File: config.mk
export PLATFORM = sky130hd
export DESIGN_NAME = alu_mdu_seq
export DESIGN_NICKNAME = d
export VERILOG_FILES = /design/src/rtl/alu_mdu_seq.sv
export SDC_FILE = /design/constraint.sdc
export NUM_CORES = 1
export LEC_CHECK = 0
export BUFFER_PORTS_ARGS = -buffer_cell sky130_fd_sc_hd__buf_4
export CAP_MARGIN = 20
export CELL_PAD_IN_SITES_DETAIL_PLACEMENT = 0
export CELL_PAD_IN_SITES_GLOBAL_PLACEMENT = 1
export CORE_ASPECT_RATIO = 1.1
export CORE_MARGIN = 8
export CORE_UTILIZATION = 43
export CTS_BUF_LIST = sky130_fd_sc_hd__clkbuf_2
export DETAILED_ROUTE_END_ITERATION = 8
export PLACE_DENSITY = 0.89
export SYNTH_ARGS = -nofsm -noshare
export SYNTH_HDL_FRONTEND = slang
export SYNTH_SLANG_ARGS = --single-unit
File: constraint.sdc
create_clock -name clk -period 5.2 [get_ports clk]
set_input_delay 0.52 -clock clk [delete_from_list [all_inputs] [get_ports clk]]
set_output_delay 0.52 -clock clk [all_outputs]
set_load 0.02 [all_outputs]
File: src/rtl/alu_mdu_seq.sv
// alu_mdu_seq: execute-stage arithmetic unit.
// Single-cycle integer ALU ops plus iterative radix-2 multiply/divide
// (one bit per cycle). Valid/ready in, registered result out, flush abort.
module alu_mdu_seq #(
  parameter int XLEN = 32,
  parameter int SHW  = $clog2(XLEN),
  parameter int CW   = $clog2(XLEN + 1)
) (
  input  logic            clk,
  input  logic            rst,
  input  logic            in_valid,
  output logic            in_ready,
  input  logic [XLEN-1:0] op1,
  input  logic [XLEN-1:0] op2,
  input  logic [4:0]      alu_ctrl,
  input  logic            flush,
  output logic [XLEN-1:0] result,
  output logic            out_valid,
  output logic            lt_flag,
  output logic            ltu_flag,
  output logic            zero_flag
);

  localparam logic [4:0] OP_ADD    = 5'h00;
  localparam logic [4:0] OP_SUB    = 5'h01;
  localparam logic [4:0] OP_AND    = 5'h02;
  localparam logic [4:0] OP_OR     = 5'h03;
  localparam logic [4:0] OP_XOR    = 5'h04;
  localparam logic [4:0] OP_SLL    = 5'h05;
  localparam logic [4:0] OP_SRL    = 5'h06;
  localparam logic [4:0] OP_SRA    = 5'h07;
  localparam logic [4:0] OP_SLT    = 5'h08;
  localparam logic [4:0] OP_SLTU   = 5'h09;
  localparam logic [4:0] OP_MUL    = 5'h10;
  localparam logic [4:0] OP_MULH   = 5'h11;
  localparam logic [4:0] OP_MULHSU = 5'h12;
  localparam logic [4:0] OP_MULHU  = 5'h13;
  localparam logic [4:0] OP_DIV    = 5'h14;
  localparam logic [4:0] OP_DIVU   = 5'h15;
  localparam logic [4:0] OP_REM    = 5'h16;
  localparam logic [4:0] OP_REMU   = 5'h17;

  localparam logic [XLEN-1:0] MOST_NEG = {1'b1, {(XLEN-1){1'b0}}};

  typedef enum logic [1:0] {S_IDLE = 2'd0, S_MUL = 2'd1, S_DIV = 2'd2, S_DONE = 2'd3} state_t;

  state_t          state_q;
  logic [CW-1:0]   cnt_q;
  logic [XLEN-1:0] result_q, acc_q, mq_q, opb_q;
  logic [4:0]      op_q;
  logic            neg_q, out_valid_q, lt_q, ltu_q;

  logic            accept_s, lt_s, ltu_s, s1_s, s2_s;
  logic            is_md_s, is_mul_s, early_s, md_iter_s;
  logic [SHW-1:0]  shamt_s;
  logic [XLEN-1:0] alu_res_s, early_res_s, one_res_s, abs1_s, abs2_s;
  logic [XLEN-1:0] init_mq_s, init_opb_s, fin_res_s, acc_d, mq_d;
  logic            init_neg_s;
  logic [XLEN:0]   add_s, shl_s, diff_s;
  logic [XLEN-1:0] mul_acc_s, mul_mq_s, div_acc_s, div_mq_s;
  logic [2*XLEN-1:0] prod_s, prod_fix_s;

  // Flush in the accept cycle wins over the request.
  assign accept_s  = in_valid & in_ready & ~flush;
  assign in_ready  = (state_q == S_IDLE);
  assign result    = result_q;
  // A flush in the cycle the pulse is visible kills it (pending or DONE result).
  assign out_valid = out_valid_q & ~flush;
  assign lt_flag   = lt_q;
  assign ltu_flag  = ltu_q;
  assign zero_flag = (result_q == '0);

  assign lt_s     = $signed(op1) < $signed(op2);
  assign ltu_s    = op1 < op2;
  assign s1_s     = op1[XLEN-1];
  assign s2_s     = op2[XLEN-1];
  assign abs1_s   = s1_s ? -op1 : op1;
  assign abs2_s   = s2_s ? -op2 : op2;
  assign shamt_s  = op2[SHW-1:0];
  assign is_md_s  = (alu_ctrl[4:3] == 2'b10);
  assign is_mul_s = is_md_s & ~alu_ctrl[2];

  // Single-cycle ALU result; unknown encodings yield zero.
  always_comb begin
    alu_res_s = '0;
    case (alu_ctrl)
      OP_ADD:  alu_res_s = op1 + op2;
      OP_SUB:  alu_res_s = op1 - op2;
      OP_AND:  alu_res_s = op1 & op2;
      OP_OR:   alu_res_s = op1 | op2;
      OP_XOR:  alu_res_s = op1 ^ op2;
      OP_SLL:  alu_res_s = op1 << shamt_s;
      OP_SRL:  alu_res_s = op1 >> shamt_s;
      OP_SRA:  alu_res_s = $signed(op1) >>> shamt_s;
      OP_SLT:  alu_res_s = {{(XLEN-1){1'b0}}, lt_s};
      OP_SLTU: alu_res_s = {{(XLEN-1){1'b0}}, ltu_s};
      default: alu_res_s = '0;
    endcase
  end

  // Muldiv operand setup (magnitudes + final sign) and early-out detection.
  always_comb begin
    early_s     = 1'b0;
    early_res_s = '0;
    init_mq_s   = op2;
    init_opb_s  = op1;
    init_neg_s  = 1'b0;
    case (alu_ctrl)
      OP_MUL, OP_MULHU: begin
        early_s    = (op1 == '0) || (op2 == '0);
        init_mq_s  = op2;
        init_opb_s = op1;
      end
      OP_MULH: begin
        early_s    = (op1 == '0) || (op2 == '0);
        init_mq_s  = abs2_s;
        init_opb_s = abs1_s;
        init_neg_s = s1_s ^ s2_s;
      end
      OP_MULHSU: begin
        early_s    = (op1 == '0) || (op2 == '0);
        init_mq_s  = op2;
        init_opb_s = abs1_s;
        init_neg_s = s1_s;
      end
      OP_DIV, OP_REM: begin
        init_mq_s  = abs1_s;
        init_opb_s = abs2_s;
        init_neg_s = (alu_ctrl == OP_DIV) ? (s1_s ^ s2_s) : s1_s;
        if (op2 == '0) begin
          early_s     = 1'b1;
          early_res_s = (alu_ctrl == OP_DIV) ? '1 : op1;
        end else if ((op1 == MOST_NEG) && (op2 == '1)) begin
          early_s     = 1'b1;
          early_res_s = (alu_ctrl == OP_DIV) ? op1 : '0;
        end else begin
          early_s     = 1'b0;
        end
      end
      OP_DIVU, OP_REMU: begin
        init_mq_s  = op1;
        init_opb_s = op2;
        if (op2 == '0) begin
          early_s     = 1'b1;
          early_res_s = (alu_ctrl == OP_DIVU) ? '1 : op1;
        end else begin
          early_s     = 1'b0;
        end
      end
      default: early_s = 1'b0;
    endcase
  end

  assign md_iter_s = is_md_s & ~early_s;
  assign one_res_s = is_md_s ? early_res_s : alu_res_s;

  // One iteration step: shift-add for multiply, restoring shift-subtract for divide.
  always_comb begin
    add_s     = {1'b0, acc_q} + (mq_q[0] ? {1'b0, opb_q} : {(XLEN+1){1'b0}});
    mul_acc_s = add_s[XLEN:1];
    mul_mq_s  = {add_s[0], mq_q[XLEN-1:1]};
    shl_s     = {acc_q, mq_q[XLEN-1]};
    diff_s    = shl_s - {1'b0, opb_q};
    div_acc_s = diff_s[XLEN] ? shl_s[XLEN-1:0] : diff_s[XLEN-1:0];
    div_mq_s  = {mq_q[XLEN-2:0], ~diff_s[XLEN]};
    if (state_q == S_MUL) begin
      acc_d = mul_acc_s;
      mq_d  = mul_mq_s;
    end else begin
      acc_d = div_acc_s;
      mq_d  = div_mq_s;
    end
    prod_s     = {mul_acc_s, mul_mq_s};
    prod_fix_s = neg_q ? -prod_s : prod_s;
  end

  // Final-iteration result selection with sign fix-up.
  always_comb begin
    fin_res_s = '0;
    case (op_q)
      OP_MUL:                       fin_res_s = prod_fix_s[XLEN-1:0];
      OP_MULH, OP_MULHSU, OP_MULHU: fin_res_s = prod_fix_s[2*XLEN-1:XLEN];
      OP_DIV, OP_DIVU:              fin_res_s = neg_q ? -div_mq_s : div_mq_s;
      OP_REM, OP_REMU:              fin_res_s = neg_q ? -div_acc_s : div_acc_s;
      default:                      fin_res_s = '0;
    endcase
  end

  // Control FSM and all datapath registers.
  always_ff @(posedge clk) begin
    if (!rst) begin
      state_q     <= S_IDLE;
      cnt_q       <= '0;
      result_q    <= '0;
      acc_q       <= '0;
      mq_q        <= '0;
      opb_q       <= '0;
      op_q        <= 5'h00;
      neg_q       <= 1'b0;
      out_valid_q <= 1'b0;
      lt_q        <= 1'b0;
      ltu_q       <= 1'b0;
    end else begin
      case (state_q)
        S_IDLE: begin
          out_valid_q <= 1'b0;
          if (accept_s) begin
            op_q  <= alu_ctrl;
            lt_q  <= lt_s;
            ltu_q <= ltu_s;
            if (md_iter_s) begin
              state_q <= is_mul_s ? S_MUL : S_DIV;
              cnt_q   <= CW'(XLEN);
              acc_q   <= '0;
              mq_q    <= init_mq_s;
              opb_q   <= init_opb_s;
              neg_q   <= init_neg_s;
            end else begin
              result_q    <= one_res_s;
              out_valid_q <= 1'b1;
            end
          end
        end
        S_MUL, S_DIV: begin
          if (flush) begin
            state_q <= S_IDLE;
            cnt_q   <= '0;
          end else begin
            cnt_q <= cnt_q - CW'(1);
            acc_q <= acc_d;
            mq_q  <= mq_d;
            if (cnt_q == CW'(1)) begin
              state_q     <= S_DONE;
              result_q    <= fin_res_s;
              out_valid_q <= 1'b1;
            end
          end
        end
        S_DONE: begin
          out_valid_q <= 1'b0;
          state_q     <= S_IDLE;
        end
        default: begin
          out_valid_q <= 1'b0;
          state_q     <= S_IDLE;
        end
      endcase
    end
  end

endmodule

# Word-level counts from Yosys, hierarchy flattened
# Cells that the tools add are included.
dict set report totals {
  ff_bits 145
  latch_bits 0
  ramBits 0
  rom_bits 0
  in_bits 73
  word_cells 155
  mem_count 0
}
dict set report op_classes {
  add_sub_neg 10
  mul 0
  div 0
  n_lt_le_gt_ge 2
  n_eq_ne 38
  shifts 3
  mux 55
  n_bitwise 13
  n_reduce_logical 23
}
# operator count
set op_table {}
lappend op_table {{2-to-1 mux 32 bit} 25}
lappend op_table {{one-hot mux 32 bit (10 select lines)} 1}
lappend op_table {{one-hot mux 32 bit (2 select lines)} 4}
lappend op_table {{one-hot mux 32 bit (3 select lines)} 2}
lappend op_table {{negation 32 bit} 4}
lappend op_table {{one-hot mux 32 bit (4 select lines)} 1}
lappend op_table {{logical NOT 32 bit} 3}
lappend op_table {{equality test 5 bit, second input constant} 16}
lappend op_table {{equality test 32 bit, second input constant} 2}
lappend op_table {{less-than comparator 32 bit} 2}
lappend op_table {{2-to-1 mux 64 bit} 1}
lappend op_table {{negation 64 bit} 1}
lappend op_table {{adder 32 x 32 -> 33 bit} 1}
lappend op_table {{subtractor 33 x 32 -> 33 bit} 1}
lappend op_table {{adder 32 bit} 1}
lappend op_table {{bitwise AND 32 bit} 1}
lappend op_table {{OR 32 bit} 1}
lappend op_table {{left shift 32 x 5 -> 32 bit} 1}
lappend op_table {{right shift 32 x 5 -> 32 bit} 1}
lappend op_table {{>>> shifter 32 x 5 -> 32 bit} 1}
lappend op_table {{subtractor 32 bit} 1}
lappend op_table {{bitwise XOR 32 bit} 1}
lappend op_table {{equality test 5 x 3 -> 1 bit, second input constant} 4}
lappend op_table {{2-to-1 mux 6 bit} 3}
lappend op_table {{other kinds (30)} 65}

# Depth between registers and ports, before layout
dict set report logic_depth {
  ltp_word 10
  ltp_mapped 26
  depth_no_buf 22
}

# Worst setup path after synthesis
# OpenSTA, ideal clock, no wires.
dict set report synth_timing {
  path_type {register -> register}
  startpoint {register mq_q[31]}
  endpoint {register result_q[28], in the netlist result[28]}
  t_arrival_ns 5.154
  t_required_ns 5.131
  slack_ns -0.023
  stages_incl_launch_ff 27
  synth_period_minus_slack_ns 5.223
  cell_sequence {dfxtp_1 -> inv_1 -> ha_1 -> inv_1 -> fa_1 -> a211oi_1 -> o31ai_2 -> o2111ai_1 -> a21oi_1 -> o211a_1 -> buf_4 -> inv_2 -> buf_4 -> buf_2 -> buf_1 -> nor2_1 -> a21oi_1 -> ha_1 -> inv_1 -> nor4_1 -> mux2i_1 -> nor3_2 -> o2111ai_2 -> o41ai_1 -> xor2_1 -> or4_1 -> o21ai_1}
}
dict set report synth_between {
  elab_chain_cells 8
}
# item line
set synth_rtl {}
lappend synth_rtl {{start, declared} 49} ;# logic [XLEN-1:0] result_q, acc_q, mq_q, opb_q;
lappend synth_rtl {{start signal, assigned} 215} ;# mq_q <= init_mq_s;
lappend synth_rtl {{start signal, assigned} 231} ;# mq_q <= mq_d;
lappend synth_rtl {{subtractor 33 x 32 -> 33 bit} 163} ;# diff_s = shl_s - {1'b0, opb_q};
lappend synth_rtl {{2-to-1 mux 32 bit or NOT 1 bit (tied branches)} {164, 165}}
lappend synth_rtl {{negation 32 bit, on equally long branches} {184, 183}}
lappend synth_rtl {{2-to-1 mux 32 bit, on equally long branches} {184, 183}}
lappend synth_rtl {{one-hot mux 32 bit (4 select lines) *} 180} ;# case (op_q)
lappend synth_rtl {{2-to-1 mux 32 bit *} 232} ;# if (cnt_q == CW'(1)) begin
lappend synth_rtl {{2-to-1 mux 32 bit *} 225} ;# if (flush) begin
lappend synth_rtl {{one-hot mux 32 bit (2 select lines) *} 204} ;# case (state_q)
lappend synth_rtl {{end signal, assigned} 219} ;# result_q <= one_res_s;
lappend synth_rtl {{end signal, assigned} 234} ;# result_q <= fin_res_s;
lappend synth_rtl {{end, declared} 49}
# Every way passes the cells marked *; elsewhere a longest branch is shown, timed or not. The select of a mux whose other input is x is not followed.
# A chain may end at the register's enable or synchronous reset.

# Worst setup path after layout
dict set report layout_timing {
  startpoint {register opb_q[23]}
  endpoint {register result_q[22], in the netlist result[22]}
}
dict set report layout_between {
  elab_chain_cells 8
}
# item line
set layout_rtl {}
lappend layout_rtl {{start, declared} 49}
lappend layout_rtl {{start signal, assigned} 216} ;# opb_q <= init_opb_s;
lappend layout_rtl {{2-to-1 mux 32 bit or subtractor 33 x 32 -> 33 bit (tied branches)} {159, 163}}
lappend layout_rtl {{adder 32 x 32 -> 33 bit (tied with other cells)} 159} ;# add_s = {1'b0, acc_q} + (mq_q[0] ? {1'b0, opb_q} : {(XLEN+1){1'b0}});
lappend layout_rtl {{negation 64 bit (tied with other cells)} 174} ;# prod_fix_s = neg_q ? -prod_s : prod_s;
lappend layout_rtl {{2-to-1 mux 64 bit (tied with other cells)} 174}
lappend layout_rtl {{one-hot mux 32 bit (4 select lines) *} 180}
lappend layout_rtl {{2-to-1 mux 32 bit *} 232}
lappend layout_rtl {{2-to-1 mux 32 bit *} 225}
lappend layout_rtl {{one-hot mux 32 bit (2 select lines) *} 204}
# Marks and branches as above.

==> results.md <==
* Status: completed
* Die width at 254 um
* Min-Delay Path Class: input pin to register
* Endpoints failing hold at 0
* Share of cells above drive strength 1 at 11.3%
* Yosys Warn Count at 0
* First-pass GRT wire length at around 200,000 um
* Worst Setup EP: result[22]$_SDFFE_PN0P_
* Relative slew slack at 14.8%
* Io pins at 110
* Fin crit share at between 90% and 100%
* Reg power frac at 14.6%
* Worst r2r dst: result[22]$_SDFFE_PN0P_
* Skew-Pair Late Insertion Delay at just over 0.9 ns
* Root buffer cell: clkbuf_2
* Combinational share of power at 78.9%
* Syn_area_per_cell at 6.71 sq um
* Initial antenna violation count at 4
* Routed len/inst at 28.3 um
* Critical Path Start: opb_q[23]$_SDFFE_PN0P_
* Required @ worst endpoint at 6.04 ns
* Die H at 278 um
* Worst-path clk slew at 0.28 ns
* WP buf/inv at 4
* CTS buffer count at 17
* Initial DRC count at 4,383
* Port Buffer Count at 109
* Final hold slack at approximately 0.09 ns
* #FFs+latches synth at 145
* NumNets Final at 4,177
* Initial Util at 43.2%
* Pwr dens at ~440 nW/um^2
* Slowest CP cell: or4_1
* Drt total wl at between 100,000 and 150,000 um
* Crit path max-delay family: compound AO/OA/AOI/OAI gates
* Drt pass-1 iters at 7
* Crit start category: register
* CP arrival at 5.78 ns
* P&R area growth vs syn at 8.53%
* Min Tclk post-route at 4.94 ns
* Cell mode on critical path: a21oi_1
* FP Rows at 96
* CORE AREA at ~62,000 sq um
* Largest net degree at the start of global routing at 104
* Peak supply drop at between 0.4 and 0.5 mV
* Cell Area, Synth at roughly 27,000 sq um
* Setup crit end kind: register
* Worst r2r src: opb_q[23]$_SDFFE_PN0P_
* Clock skew at 0.0768 ns
* All-layer global routing usage at a little over a third
* Number of global-route vias before repair at 30,574
* Clock Sinks at 145
* Register area share after synthesis at 10.9%
* Gate Count Post-Synth at 3,986
* Synth top area share at 10.9%
* Sw power at 7.59 mW
* F_max at 202 MHz
* Net Sw Frac at 59.5%
* Static Leak at 11.1 nW
* Critical path class: register to register
* Syn Nets at 4,234
* Crit-path cells: inv_1 > ha_1 > a21o_1 > a211oi_1 > nor3_1 > or4_1 > o211a_4 > inv_2 > nor2_1 > a21oi_1 > ha_1 > inv_1 > nor4_2 > mux2i_1 > nor3_2 > o2111ai_4 > buf_4 > or3_1 > a21oi_1 > o41ai_1 > a21oi_1
* Pint at around 5.2 mW
* Drt drc at 0
* Final RePlAce weighted congestion at 1.07
* Worst-case reg-to-reg path depth at 21
* Post-synth top flop: dfxtp_1
* Hold Path Cell Cnt at 5
* Final HPWL from detailed placement at 104,000 um
* MaxCap Viol Count at 0
* CP max stage delay at 0.58 ns
* EDFF count, synth at 0
* Levels on crit path at 21
* Clock Path Buffers at 2
* Routed via count at about 33,000
* Asr flop ratio synth at 0%
* Yosys cell types at 96
* Final setup fails at 0
* Worst-path fanout max at 8
* R2r setup slk at 0.26 ns
* Design Power at 12.7 mW
* Grt ovf at 0
* CTS HTree Levels at 4
* Top post-synthesis cells by area: dfxtp_1 11%, ha_1 8.0%, o21ai_0 6.8%, nor2_1 6.6%, a21oi_1 6.5%
* DIE AREA at 70,400 sq um
* CTS tree: built
* Slew Viols, Final at 0
* Post-DRT Antenna Nets at 0
* Via/cell ratio at 6.81
* Clk pwr share at 6.5%
* Worst slew pin tran at 1.26 ns
* Largest area contributor in the netlist: dfxtp_1
power groups by stage:
| stage | logic (mW) | registers, mW | clock network, mW |
|---|---|---|---|
| 2_1_floorplan | 6.41 | 1.66 | 0 |
| 3_3_place_gp | 9.54 | 1.86 | 0 |
| 3_5_place_dp | 9.55 | 1.86 | 0 |
| 4_1_cts | 9.60 | 1.84 | 0.831 |
| 5_1_grt | 10.6 | 1.89 | 0.873 |
| 6_report | 10.1 | 1.86 | 0.827 |
cells in the mapped netlist (72+ instances only):
| cell type | count |
|---|---|
| nor3_1 | 128 |
| mux2i_1 | 108 |
| clkbuf_1 | 290 |
| a21oi_1 | 349 |
| o21ai_0 | 364 |
| dfxtp_1 | 145 |
| nand2_1 | 349 |
| xor2_1 | 72 |
| xnor2_1 | 167 |
| ha_1 | 171 |
| inv_1 | 164 |
| a211oi_1 | 86 |
| nor2_1 | 467 |
worst min-delay path, stage by stage:
cell and delay (ns):
buf_4 0.12, nand2_1 0.07, nor2_1 0.14, nand2_1 0.10
a21oi_1 0.05
cells by family after synthesis:
group                      synth area share [%]
AOI/OAI and AO/OA                          33.5
DFF                                        10.9
adders and majority gates                  8.30
xor gates and xnor gates                   7.83
buffers and inverters                      7.49
and+or+nand+nor                            23.4
muxes                                      8.69
state kept, by name, summed over array words and instances, names as in the netlist:
register	flops
acc_q	32
mq_q	32
opb_q	32
result	32
cnt_q	6
op_q	5
state_q	2
lt_flag	1
ltu_flag	1
neg_q	1
out_valid_q	1
final cells by class:
| class | count | area (sq um) |
|---|---|---|
| sequential | 145 | 2910 |
| fill | 6509 | 33000 |
| antenna | 2 | 5.00 |
| tap | 833 | 1040 |
| inverter | 172 | 646 |
| timing repair buffer | 274 | 2140 |
| clock inverter | 14 | 194 |
| clock buffer | 18 | 90.1 |
| multi-input combinational | 3319 | 22000 |
worst min-delay path by stage:
| stage | start | end | slack, ns |
|---|---|---|---|
| after floorplan | opb_q[13]$_SDFFE_PN0P_ | opb_q[13]$_SDFFE_PN0P_ | 0.43 |
| final | in_valid | op_q[3]$_SDFFE_PN0P_ | 0.09 |
| after global routing | in_valid | op_q[3]$_SDFFE_PN0P_ | 0.11 |
| after detailed placement | opb_q[13]$_SDFFE_PN0P_ | opb_q[13]$_SDFFE_PN0P_ | 0.45 |
| after CTS | in_valid | op_q[4]$_SDFFE_PN0P_ | 0.04 |
| after global placement | opb_q[13]$_SDFFE_PN0P_ | opb_q[13]$_SDFFE_PN0P_ | 0.45 |
layer usage:
layer / track usage, % / part of all wire [%]
met5: 0 / 0.016
met4: 25.7 / 8.5
met3: 6.19 / 9.9
met2: 57.1 / 44
met1: 45.1 / 38
layout by cell type (no fill, tap or decap), types with 108 or more instances in the layout:
cell type and n:
nor2_1 465, buf_4 262, ha_1 167, nor3_1 124, nand2_1 349, inv_1 163, mux2i_1 108, xnor2_1 167
o21ai_0 364, a21oi_1 348, dfxtp_1 141
what timing repair did:
action                                 in CTS  in global routing
endpoints found under the hold margin       6                  0
hold buffers                                6                  0
setup buffers                               0                  1
resized for setup                           0                 17
setup endpoints to repair                   0                 11
per-stage QoR:
stage	setup slack [ns]	TNS [ns]	utilization (%)	instances	cell area, sq um
6_report	0.259	0	46.8	4777	29000
5_1_grt	-0.00751	-0.00751	46.8	4777	29000
3_3_place_gp	0.280	0	46.1	4736	28600
4_1_cts	0.137	0	46.7	4774	28900
2_1_floorplan	0.0768	0	-	3986	26700
3_5_place_dp	0.225	0	46.1	4736	28600
Note: power is estimated with default switching activity, not from simulation.
